### src/rtl/gpio_in_pkg.sv
//------------------------------------------------------------------------------
// Module   : gpio_in_pkg
// Brief    : Shared types, sizing constants and event helper for the GPIO input stage.
// Revision : 1.0
//------------------------------------------------------------------------------
`default_nettype none

package gpio_in_pkg;

    localparam int c_GPIO_DATA_WIDTH     = 16;
    localparam int c_MAX_SYNC_STAGES     = 4;
    localparam int c_MAX_DEBOUNCE_CYCLES = 255;

    // Sized for the longest legal warm-up: max sync depth + 1 + max debounce.
    localparam int c_WARMUP_CNT_W =
        $clog2(c_MAX_SYNC_STAGES + 1 + c_MAX_DEBOUNCE_CYCLES + 1);

    typedef logic [c_GPIO_DATA_WIDTH-1:0] gpio_vec_t;

    typedef enum logic {
        INT_EDGE  = 1'b0,
        INT_LEVEL = 1'b1
    } int_mode_e;

    function automatic logic pin_event_cond(
        input int_mode_e mode,
        input logic      pol,
        input logic      cur,
        input logic      prev
    );
        logic edge_hit;
        edge_hit = pol ? (cur & ~prev) : (~cur & prev);
        return (mode == INT_LEVEL) ? (cur == pol) : edge_hit;
    endfunction

endpackage

`default_nettype wire

### src/rtl/gpio_in_filter_bit.sv
//------------------------------------------------------------------------------
// Module   : gpio_in_filter_bit
// Brief    : One pin's synchroniser, plus a debounce filter when
//            GPIO_IN_DEBOUNCE_EN is defined.
// Revision : 1.0
//------------------------------------------------------------------------------
`default_nettype none

module gpio_in_filter_bit
    import gpio_in_pkg::*;
#(
    parameter int SYNC_STAGES     = 2,
    parameter int DEBOUNCE_CYCLES = 4
) (
    input  logic clk,
    input  logic rst,
    input  logic i_pin,
    output logic o_sync
);

    if (SYNC_STAGES < 2 || SYNC_STAGES > c_MAX_SYNC_STAGES ||
        DEBOUNCE_CYCLES < 1 || DEBOUNCE_CYCLES > c_MAX_DEBOUNCE_CYCLES) begin : g_bad_param
        $error("gpio_in_filter_bit: SYNC_STAGES or DEBOUNCE_CYCLES out of range");
    end

    logic [SYNC_STAGES-1:0] r_sync;
    logic                   w_raw;

    always_ff @(posedge clk) begin
        if (rst) begin
            r_sync <= '0;
        end else begin
            r_sync <= {r_sync[SYNC_STAGES-2:0], i_pin};
        end
    end

    assign w_raw = r_sync[SYNC_STAGES-1];

`ifdef GPIO_IN_DEBOUNCE_EN
    localparam int c_CNT_W = (DEBOUNCE_CYCLES > 1) ? $clog2(DEBOUNCE_CYCLES) : 1;
    localparam logic [c_CNT_W-1:0] c_CNT_LAST = c_CNT_W'(DEBOUNCE_CYCLES - 1);

    logic [c_CNT_W-1:0] r_cnt;
    logic               r_filt;

    // r_cnt counts consecutive samples that disagree with the filtered value;
    // any agreeing sample throws the partial run away.
    always_ff @(posedge clk) begin
        if (rst) begin
            r_cnt  <= '0;
            r_filt <= 1'b0;
        end else if (w_raw == r_filt) begin
            r_cnt  <= '0;
        end else if (r_cnt == c_CNT_LAST) begin
            r_filt <= w_raw;
            r_cnt  <= '0;
        end else begin
            r_cnt  <= r_cnt + c_CNT_W'(1);
        end
    end

    assign o_sync = r_filt;
`else
    assign o_sync = w_raw;
`endif

endmodule

`default_nettype wire

### src/rtl/gpio_in_sync_irq.sv
//------------------------------------------------------------------------------
// Module   : gpio_in_sync_irq
// Brief    : GPIO input stage: pin sync, edge/level detect, sticky status, irq.
//            Optional debounce via GPIO_IN_DEBOUNCE_EN.
// Revision : 1.0
//------------------------------------------------------------------------------
`default_nettype none

module gpio_in_sync_irq
    import gpio_in_pkg::*;
#(
    parameter int GPIO_DATA_WIDTH = c_GPIO_DATA_WIDTH,
    parameter int SYNC_STAGES     = 2,
    parameter int DEBOUNCE_CYCLES = 4
) (
    input  logic                       pclk,
    input  logic                       p_reset,
    input  logic [GPIO_DATA_WIDTH-1:0] gpio_pin_in,
    input  logic [GPIO_DATA_WIDTH-1:0] n_gpio_pin_oe,
    input  logic [GPIO_DATA_WIDTH-1:0] cfg_int_en,
    input  logic [GPIO_DATA_WIDTH-1:0] cfg_int_level,
    input  logic [GPIO_DATA_WIDTH-1:0] cfg_int_pol,
    input  logic [GPIO_DATA_WIDTH-1:0] int_clr,
    output logic [GPIO_DATA_WIDTH-1:0] gpio_sync_in,
    output logic [GPIO_DATA_WIDTH-1:0] int_status,
    output logic                       irq
);

    // Detection waits until prev holds a genuine post-reset sample,
    // so pins already high at reset never look like a rising edge.
`ifdef GPIO_IN_DEBOUNCE_EN
    localparam int c_WARMUP_CYCLES = SYNC_STAGES + 1 + DEBOUNCE_CYCLES;
`else
    localparam int c_WARMUP_CYCLES = SYNC_STAGES + 1;
`endif
    localparam logic [c_WARMUP_CNT_W-1:0] c_WARMUP_LAST = c_WARMUP_CNT_W'(c_WARMUP_CYCLES);

    logic [c_WARMUP_CNT_W-1:0]  r_warm_cnt;
    logic                       w_warm_done;
    logic [GPIO_DATA_WIDTH-1:0] w_sync;
    logic [GPIO_DATA_WIDTH-1:0] w_cond;
    logic [GPIO_DATA_WIDTH-1:0] w_event;
    logic [GPIO_DATA_WIDTH-1:0] r_prev;
    logic [GPIO_DATA_WIDTH-1:0] r_status;
    logic                       r_irq;

    assign w_warm_done = (r_warm_cnt == c_WARMUP_LAST);

    always_ff @(posedge pclk) begin
        if (p_reset) begin
            r_warm_cnt <= '0;
        end else if (!w_warm_done) begin
            r_warm_cnt <= r_warm_cnt + c_WARMUP_CNT_W'(1);
        end
    end

    for (genvar i = 0; i < GPIO_DATA_WIDTH; i++) begin : g_pin
        gpio_in_filter_bit #(
            .SYNC_STAGES     (SYNC_STAGES),
            .DEBOUNCE_CYCLES (DEBOUNCE_CYCLES)
        ) u_filter (
            .clk    (pclk),
            .rst    (p_reset),
            .i_pin  (gpio_pin_in[i]),
            .o_sync (w_sync[i])
        );

        assign w_cond[i] = pin_event_cond(int_mode_e'(cfg_int_level[i]),
                                          cfg_int_pol[i], w_sync[i], r_prev[i]);
    end

    assign w_event = n_gpio_pin_oe & cfg_int_en & w_cond
                   & {GPIO_DATA_WIDTH{w_warm_done}};

    // Set dominates clear, so an active level keeps re-asserting its bit.
    always_ff @(posedge pclk) begin
        if (p_reset) begin
            r_prev   <= '0;
            r_status <= '0;
            r_irq    <= 1'b0;
        end else begin
            r_prev   <= w_sync;
            r_status <= (r_status & ~int_clr) | w_event;
            r_irq    <= |(r_status & cfg_int_en);
        end
    end

    assign gpio_sync_in = w_sync;
    assign int_status   = r_status;
    assign irq          = r_irq;

endmodule

`default_nettype wire

### config.mk
export PLATFORM = sky130hd
export DESIGN_NAME = gpio_in_sync_irq
export DESIGN_NICKNAME = d
export VERILOG_FILES = /design/src/rtl/gpio_in_pkg.sv /design/src/rtl/gpio_in_filter_bit.sv /design/src/rtl/gpio_in_sync_irq.sv
export SDC_FILE = /design/constraint.sdc
export NUM_CORES = 1
export LEC_CHECK = 0
export BUFFER_PORTS_ARGS = -buffer_cell sky130_fd_sc_hd__buf_4
export CAP_MARGIN = 20
export CORE_ASPECT_RATIO = 0.5
export CORE_MARGIN = 1.5
export CORE_UTILIZATION = 35
export CTS_CLUSTER_DIAMETER = 30
export DETAILED_ROUTE_END_ITERATION = 6
export HOLD_SLACK_MARGIN = 0.1
export PLACE_DENSITY = 0.7
export SYNTH_ARGS = -nofsm -noshare
export SYNTH_HDL_FRONTEND = slang
export SYNTH_SLANG_ARGS = --single-unit
### constraint.sdc
create_clock -name pclk -period 1.3 [get_ports pclk]
set_input_delay 0.065 -clock pclk [delete_from_list [all_inputs] [get_ports pclk]]
set_output_delay 0.065 -clock pclk [all_outputs]
set_load 0.1 [all_outputs]
==> results of run 1 <==
## layer usage
metal / global-route usage (%) / part of all wire [%] / up-vias
li1: - / - / 1447
met1: 19.9 / 44 / 1268
met2: 32.8 / 50 / 76
met3: 5.03 / 4.7 / 19
met4: 9.44 / 2.1 / 0
met5: 0 / 0 / -
## metrics by stage
stage | cells | setup TNS, ns
after floorplan | 320 | 0
after global placement | 548 | -0.619
after detailed placement | 548 | -1.17
after CTS | 628 | -1.37
after global routing | 628 | -2.88
final | 628 | -1.26
## worst paths after layout
kind / slack [ns] / start / to / cells after the start
worst min-delay path: 0.11 / cfg_int_pol[2] / int_status[2] / 4
worst max register to register: -0.10 / r_warm_cnt[8] / int_status[9] / 5
worst max-delay path: -0.10 / r_warm_cnt[8] / int_status[9] / 5
worst min register to register: 0.43 / g_pin[7].u_filter.r_sync[0] / g_pin[7].u_filter.r_sync[1] / 1
## worst register-to-register path, delay by kind of cell (launching register included)
kind / cells / cell delay (ns)
compound gates: 2 / 0.28
buf+inv: 1 / 0.16
flops: 1 / 0.31
simple gates: 2 / 0.57
## power by group through the flow
stage               Sequential [mW]  Clock [mW]  Combinational, mW
floorplan                      2.48           0              0.381
global placement               2.44           0              0.750
detailed placement             2.45           0              0.757
CTS                            2.40        2.40              0.917
global route                   2.41        2.51              0.999
finish                         2.41        2.34              0.933
## layout make-up
class / count / area share, %
inverter: 18 / 1.37
clock buffer: 13 / 4.85
sequential: 74 / 30.4
clock inverter: 3 / 0.809
multi-input combinational: 202 / 24.7
tap: 112 / 2.83
timing repair buffer: 206 / 35.0
## cells in the mapped netlist, drive strengths merged
cell type | number | area, sq um
a21oi | 33 | 165
nand2 | 17 | 63.8
mux2i | 1 | 10.0
nor3 | 20 | 100
nand3 | 3 | 15.0
nand2b | 16 | 100
dfxtp | 74 | 1480
or3 | 1 | 6.26
and3 | 1 | 6.26
or3b | 1 | 8.76
nand4 | 1 | 6.26
ha | 1 | 12.5
xnor2 | 3 | 26.3
nor2b | 48 | 300
o2111ai | 16 | 140
or2 | 1 | 6.26
or2b | 1 | 7.51
nor2 | 23 | 86.3
xor2 | 4 | 35.0
buf | 19 | 146
clkbuf | 7 | 26.3
nor4 | 1 | 6.26
a22o | 3 | 26.3
a221oi | 3 | 26.3
inv | 18 | 67.6
a31oi | 1 | 6.26
and4b | 1 | 11.3
a22oi | 2 | 15.0
## kinds of logic after synthesis
| logic type | synth area share [%] |
|---|---|
| compound gates | 13.0 |
| fa+ha+maj | 0.430 |
| buf+inv | 8.26 |
| xor+xnor | 2.11 |
| flops | 50.9 |
| mux | 0.344 |
| simple gates | 24.9 |
## registers in the layout (all words and copies together) (netlist names)
signal / count
r_warm_cnt: 9
g_pin.u_filter.r_sync: 32
r_prev: 16
irq: 1
int_status: 16
## what timing repair did
| item | in CTS | in global routing |
|---|---|---|
| pin swaps | 2 | 5 |
| hold buffers | 64 | 0 |
| hold endpoints to repair | 32 | 0 |
| resized for setup | 1 | 7 |
| buffers inserted | 0 | 0 |
| setup endpoints to repair | 19 | 21 |
==> results.md, run 1 <==
* **status** finished with violations
* **failing checks** negative setup slack
* **number of ports placed on the die boundary** 131
* **hold violation count in the final report** 0
* **total number of nets in the final design** 610
* **net count after synthesis** 419
* **sequential cell area fraction in the yosys report** 50.9%
* **TritonCTS clock tree** done
* **post-layout power** 5.68 mW
* **Antenna Violating Nets Remaining** 0
* **drt first pass iters** 4
* **number of instances in the synthesized netlist** 320
* **largest net degree at the start of global routing** 75
* **top cell family by delay on the critical path** simple AND/OR/NAND/NOR gates
* **wire length of the first global-routing pass** 12,500 um
* **number of global-route vias before repair** 2,791
* **number of flip-flops and latches in the synthesized netlist** 74
* **Least-Margin Pin Slew** 0.334 ns
* **clock insertion delay at the later pin of the skew report** 0.33 ns
* **post-synthesis instance area** 0.00291 sq mm
* **average wire length per cell after detail routing** 12.9 um
* **net switching fraction of the power** 23.8%
* **Final Instance Area** 0.00495 sq mm
* **class of the tightest hold or removal check** in2reg
* **DP Area** 0.00399 sq mm
* **Mapped Avg Cell Area** 9.09 sq um
* **level count of the clock H-tree** 3
* **Warnings, synthesis** 0
* **clock buffer depth** 2
* **antenna cells** 0
* **Setup CP Type** reg2reg
* **buffer and inverter count on the worst path** 1
* **Post-Route Utilization** 61.6%
* **Via density** 4.47
* **Vert. Die Dim** 67.5 um
* **switching power total** 1.35 mW
* **Clock Power Share** 41.2%
* **Via Count** 2,810
* **post-route worst setup slack** -0.104 ns
* **total CTS buffers** 9
* **Multi-input gate area** 0.00122 sq mm
* **most common library cell in the layout ignoring fill and taps** buf_4
* **total count of max-transition violations in the final report** 0
* **clk_skew** 0.00455 ns
* **number of design rule violations left after detail routing** 0
* **VDD IR max** 654 uV
* **worst setup timing slack at the placement stage** -0.0930 ns
* **Worst path slowest cell** and4b_2
* **unrepaired setup endpoints after global routing** yes
* **startpoint type of the worst setup path** flop
* **CP max FO** 12
* **worst hold slack after final layout** 0.114 ns
* **Final setup viols** 18
* **PortBufs** 130
* **initial antenna violation count** 0
* **Max Clock Freq** 0.712 GHz
* **max-cap violations** 0
* **Sequential cell area** 0.00150 sq mm
* **width of the die** 132 um
* **routability congestion estimate from global placement** 0.792
* **Rows** 23
* **Fill cells** 689
* **initial standard-cell utilization of the core** 36.2%
* **layout-stage area growth over the synthesis result** 70.1%
* **combinational cell fraction of total power** 16.4%
* **Core Box Area** 0.00803 sq mm
* **Tmin final** 1.40 ns
* **iteration-0 DRC count of the detailed router** 154
* **Static Leak** 2.16 nW
* **Int Power** 4.33 mW
* **data arrival time of the critical path** 1.65 ns
* **clock root buffer** clkbuf_16
* **ordered list of cells on the worst path** nor4_1, and4b_2, buf_12, o2111ai_1, a21oi_1
* **relative contribution of sequential cells to total power** 42.4%
* **period utilisation layout** 108%
* **HPWL after DPL** 5090 um
* **Critical Path End Type** flop
* **critical path's largest stage delay** 0.33 ns
* **power density over the cells** 1150 mW/mm^2
* **worst rel slew slack** 77.8%
* **share of layout cells above drive strength 1** 34.5%
* **number of clock sinks seen by CTS** 74
* **global routing usage summed across all routing layers** 18.0%
* **total detailed-routing wirelength** 8080 um
* **leading cell types in the layout, fill and taps excluded** buf_4, dlygate4sd3_1, dfxtp_1
* **die area** 0.00890 sq mm
* **number of unique standard cell types used by synthesis** 30
* **clock slew at the register clock pins of the worst setup and hold paths** 0.05 ns
* **CP required** 1.55 ns
* **Congestion Overflow GR** 0
(Power assumes the default switching activity.)
==> inputs of run 2 (changes only) <==
--- a/config.mk
+++ b/config.mk
@@ -5,15 +5,17 @@
 export SDC_FILE = /design/constraint.sdc
 export NUM_CORES = 1
 export LEC_CHECK = 0
+export ABC_AREA = 1
 export BUFFER_PORTS_ARGS = -buffer_cell sky130_fd_sc_hd__buf_4
 export CAP_MARGIN = 20
 export CORE_ASPECT_RATIO = 0.5
 export CORE_MARGIN = 1.5
-export CORE_UTILIZATION = 35
+export CORE_UTILIZATION = 44
 export CTS_CLUSTER_DIAMETER = 30
 export DETAILED_ROUTE_END_ITERATION = 6
 export HOLD_SLACK_MARGIN = 0.1
-export PLACE_DENSITY = 0.7
+export MAX_ROUTING_LAYER = met4
+export PLACE_DENSITY = 0.81
 export SYNTH_ARGS = -nofsm -noshare
 export SYNTH_HDL_FRONTEND = slang
 export SYNTH_SLANG_ARGS = --single-unit
==> results.md, run 2 <==
* **status** complete, no violations
* **fraction of synthesized cell area in xor and xnor cells** 0.265%
* **layout-stage area growth over the synthesis result** 53.8%
* **CP max FO** 1
* **Rows** 22
* **initial standard-cell utilization of the core** 45.4%
* **power density over the cells** 1090 mW/mm^2
* **clock insertion delay at the later pin of the skew report** 0.33 ns
* **routability congestion estimate from global placement** 0.763
* **Congestion Overflow GR** 0
* **Multi-input gate area** 0.00126 sq mm
* **Mapped Avg Cell Area** 7.01 sq um
* **number of global-route vias before repair** 3,606
* **Via Count** 3,434
* **PortBufs** 130
* **VDD IR max** 559 uV
* **number of cells on the worst hold path** 5
* **net count after synthesis** 571
* **Warnings, synthesis** 0
* **Yosys top cell area share** 44.8%
* **share of synthesized cell area in and, or, nand and nor gates** 29.5%
* **dominant combinational cell family by area after synthesis** simple AND/OR/NAND/NOR gates
* **top cells by instance count after synthesis** inv_1, nand2_1, nor2_1
* **most used cell along the critical path** dlygate4sd3_1
* **total CTS buffers** 9
* **post-synthesis instance area** 0.00331 sq mm
* **total number of nets in the final design** 744
* **class of the tightest hold or removal check** in2reg
* **number of flip-flops and latches in the synthesized netlist** 74
* **die area** 0.00808 sq mm
* **max-cap violations** 0
* **leading cell types in the layout, fill and taps excluded** buf_4, inv_1, nand2_1
* **share of layout cells above drive strength 1** 30.2%
* **share of flip-flops with an asynchronous set or reset after synthesis** 0%
* **TritonCTS clock tree** done
* **clock root buffer** clkbuf_16
* **Tmin final** 1.27 ns
* **wire length of the first global-routing pass** 16,000 um
* **global routing usage summed across all routing layers** 25.9%
* **EDFF count, synth** 0
* **sequential cell area fraction in the yosys report** 44.8%
* **data arrival time of the critical path** 1.47 ns
* **post-route worst setup slack** 0.0257 ns
* **largest net degree at the start of global routing** 35
* **number of instances in the synthesized netlist** 472
* **ordered list of cells on the worst path** dlygate4sd3_1, buf_4, nand2_1, dlygate4sd3_1, inv_1, nand3_2, a21oi_2
* **CP required** 1.50 ns
* **Setup CP Type** in2reg
* **antenna cells** 0
* **register with the highest flop count** g_pin.u_filter.r_sync
* **number of clock sinks seen by CTS** 74
* **Static Leak** 2.57 nW
* **clock buffer depth** 2
* **Least-Margin Pin Slew** 0.435 ns
* **hold violation count in the final report** 0
* **initial antenna violation count** 0
* **critical path's largest stage delay** 0.54 ns
* **Via density** 4.62
* **worst rel slew slack** 71.0%
* **Worst path slowest cell** dlygate4sd3_1
* **most instantiated flip-flop cell in the synthesis netlist** dfxtp_1
* **period utilisation layout** 98.0%
* **iteration-0 DRC count of the detailed router** 185
* **HPWL after DPL** 5750 um
* **average wire length per cell after detail routing** 13.2 um
* **count of cells along the worst register-to-register path** 6
* **Sequential cell area** 0.00150 sq mm
* **width of the die** 126 um
* **share of cell area taken by muxes after synthesis** 0%
* **startpoint type of the worst setup path** input port
* **number of flip-flops under the largest register name** 32
* **Fill cells** 526
* **Antenna Violating Nets Remaining** 0
* **clk_skew** 0.00346 ns
* **number of ports placed on the die boundary** 131
* **most common library cell in the layout ignoring fill and taps** buf_4
* **leading cell type by number of instances after synthesis** inv_1
* **worst setup timing slack at the placement stage** -0.0218 ns
* **total detailed-routing wirelength** 9810 um
* **number of design rule violations left after detail routing** 0
* **area fraction in compound gates after synthesis** 7.49%
* **Core Box Area** 0.00729 sq mm
* **number of unique standard cell types used by synthesis** 23
* **Post-Route Utilization** 69.8%
* **Critical Path End Type** flop
* **Max Clock Freq** 0.785 GHz
* **drt first pass iters** 4
* **total count of max-transition violations in the final report** 0
* **Final setup viols** 0
* **level count of the clock H-tree** 3
* **post-synth top area cell** dfxtp_1
* **adder-cell area share of the yosys netlist** 0.378%
* **clock slew at the register clock pins of the worst setup and hold paths** 0.05 ns
* **Vert. Die Dim** 64.3 um
* **main area contributors after synthesis** dfxtp_1, inv_1, nand2_1
run 2: metal layers:
metal  GRT usage [%]  part of all wire (%)
met5               -                     0
met4            13.2                   4.0
met3            5.44                   4.2
met2            49.4                    53
met1            25.3                    39
run 2: cells by family after synthesis:
group / Yosys count
and+or+nand+nor: 220
DFF: 74
AOI/OAI and AO/OA: 42
xor gates and xnor gates: 1
adders and majority gates: 1
buffers and inverters: 134
run 2: final timing paths:
check	start	to	slack, ns
worst max register to register	r_warm_cnt[0]	int_status[1]	0.08
worst min register to register	g_pin[2].u_filter.r_sync[0]	g_pin[2].u_filter.r_sync[1]	0.40
worst max-delay path	n_gpio_pin_oe[9]	int_status[9]	0.03
worst min-delay path	cfg_int_en[8]	int_status[8]	0.09
run 2: repair_timing:
action | in CTS | in global routing
hold buffers | 56 | 0
setup buffers | 0 | 0
setup endpoints to repair | 3 | 15
endpoints found under the hold margin | 34 | 0
gates resized for setup | 1 | 7
pin swaps | 0 | 3
run 2: power by group:
| group | internal (mW) | switching [mW] |
|---|---|---|
| Sequential | 2.36 | 0.0551 |
| Combinational | 0.461 | 0.521 |
| Clock | 1.32 | 0.838 |
| Total | 4.14 | 1.41 |
run 2: worst max-delay path, delay by kind of cell:
family / cells / cell delay (ns)
buffers and inverters: 4 / 1.25
AOI/OAI and AO/OA: 1 / 0.05
and+or+nand+nor: 2 / 0.11
run 2: through the flow:
stage	total power, mW	instances	area, sq um	hold slack [ns]	setup TNS, ns
finish	5.55	744	5090	0.0934	0
global route	5.79	744	5090	0.121	-0.00937
CTS	5.57	751	5140	0.104	0
detailed placement	3.27	681	4320	0.272	-0.0218
global placement	3.25	681	4320	0.265	0
floorplan	2.93	472	3330	0.172	0
run 2: final cells by class:
cell class                      instances  area share, %
Multi-Input combinational cell        264           24.8
Sequential cell                        74           29.5
Inverter                              109           8.04
Timing Repair Buffer                  187           30.3
Tap cell                               96           2.36
Clock buffer                           14           4.99
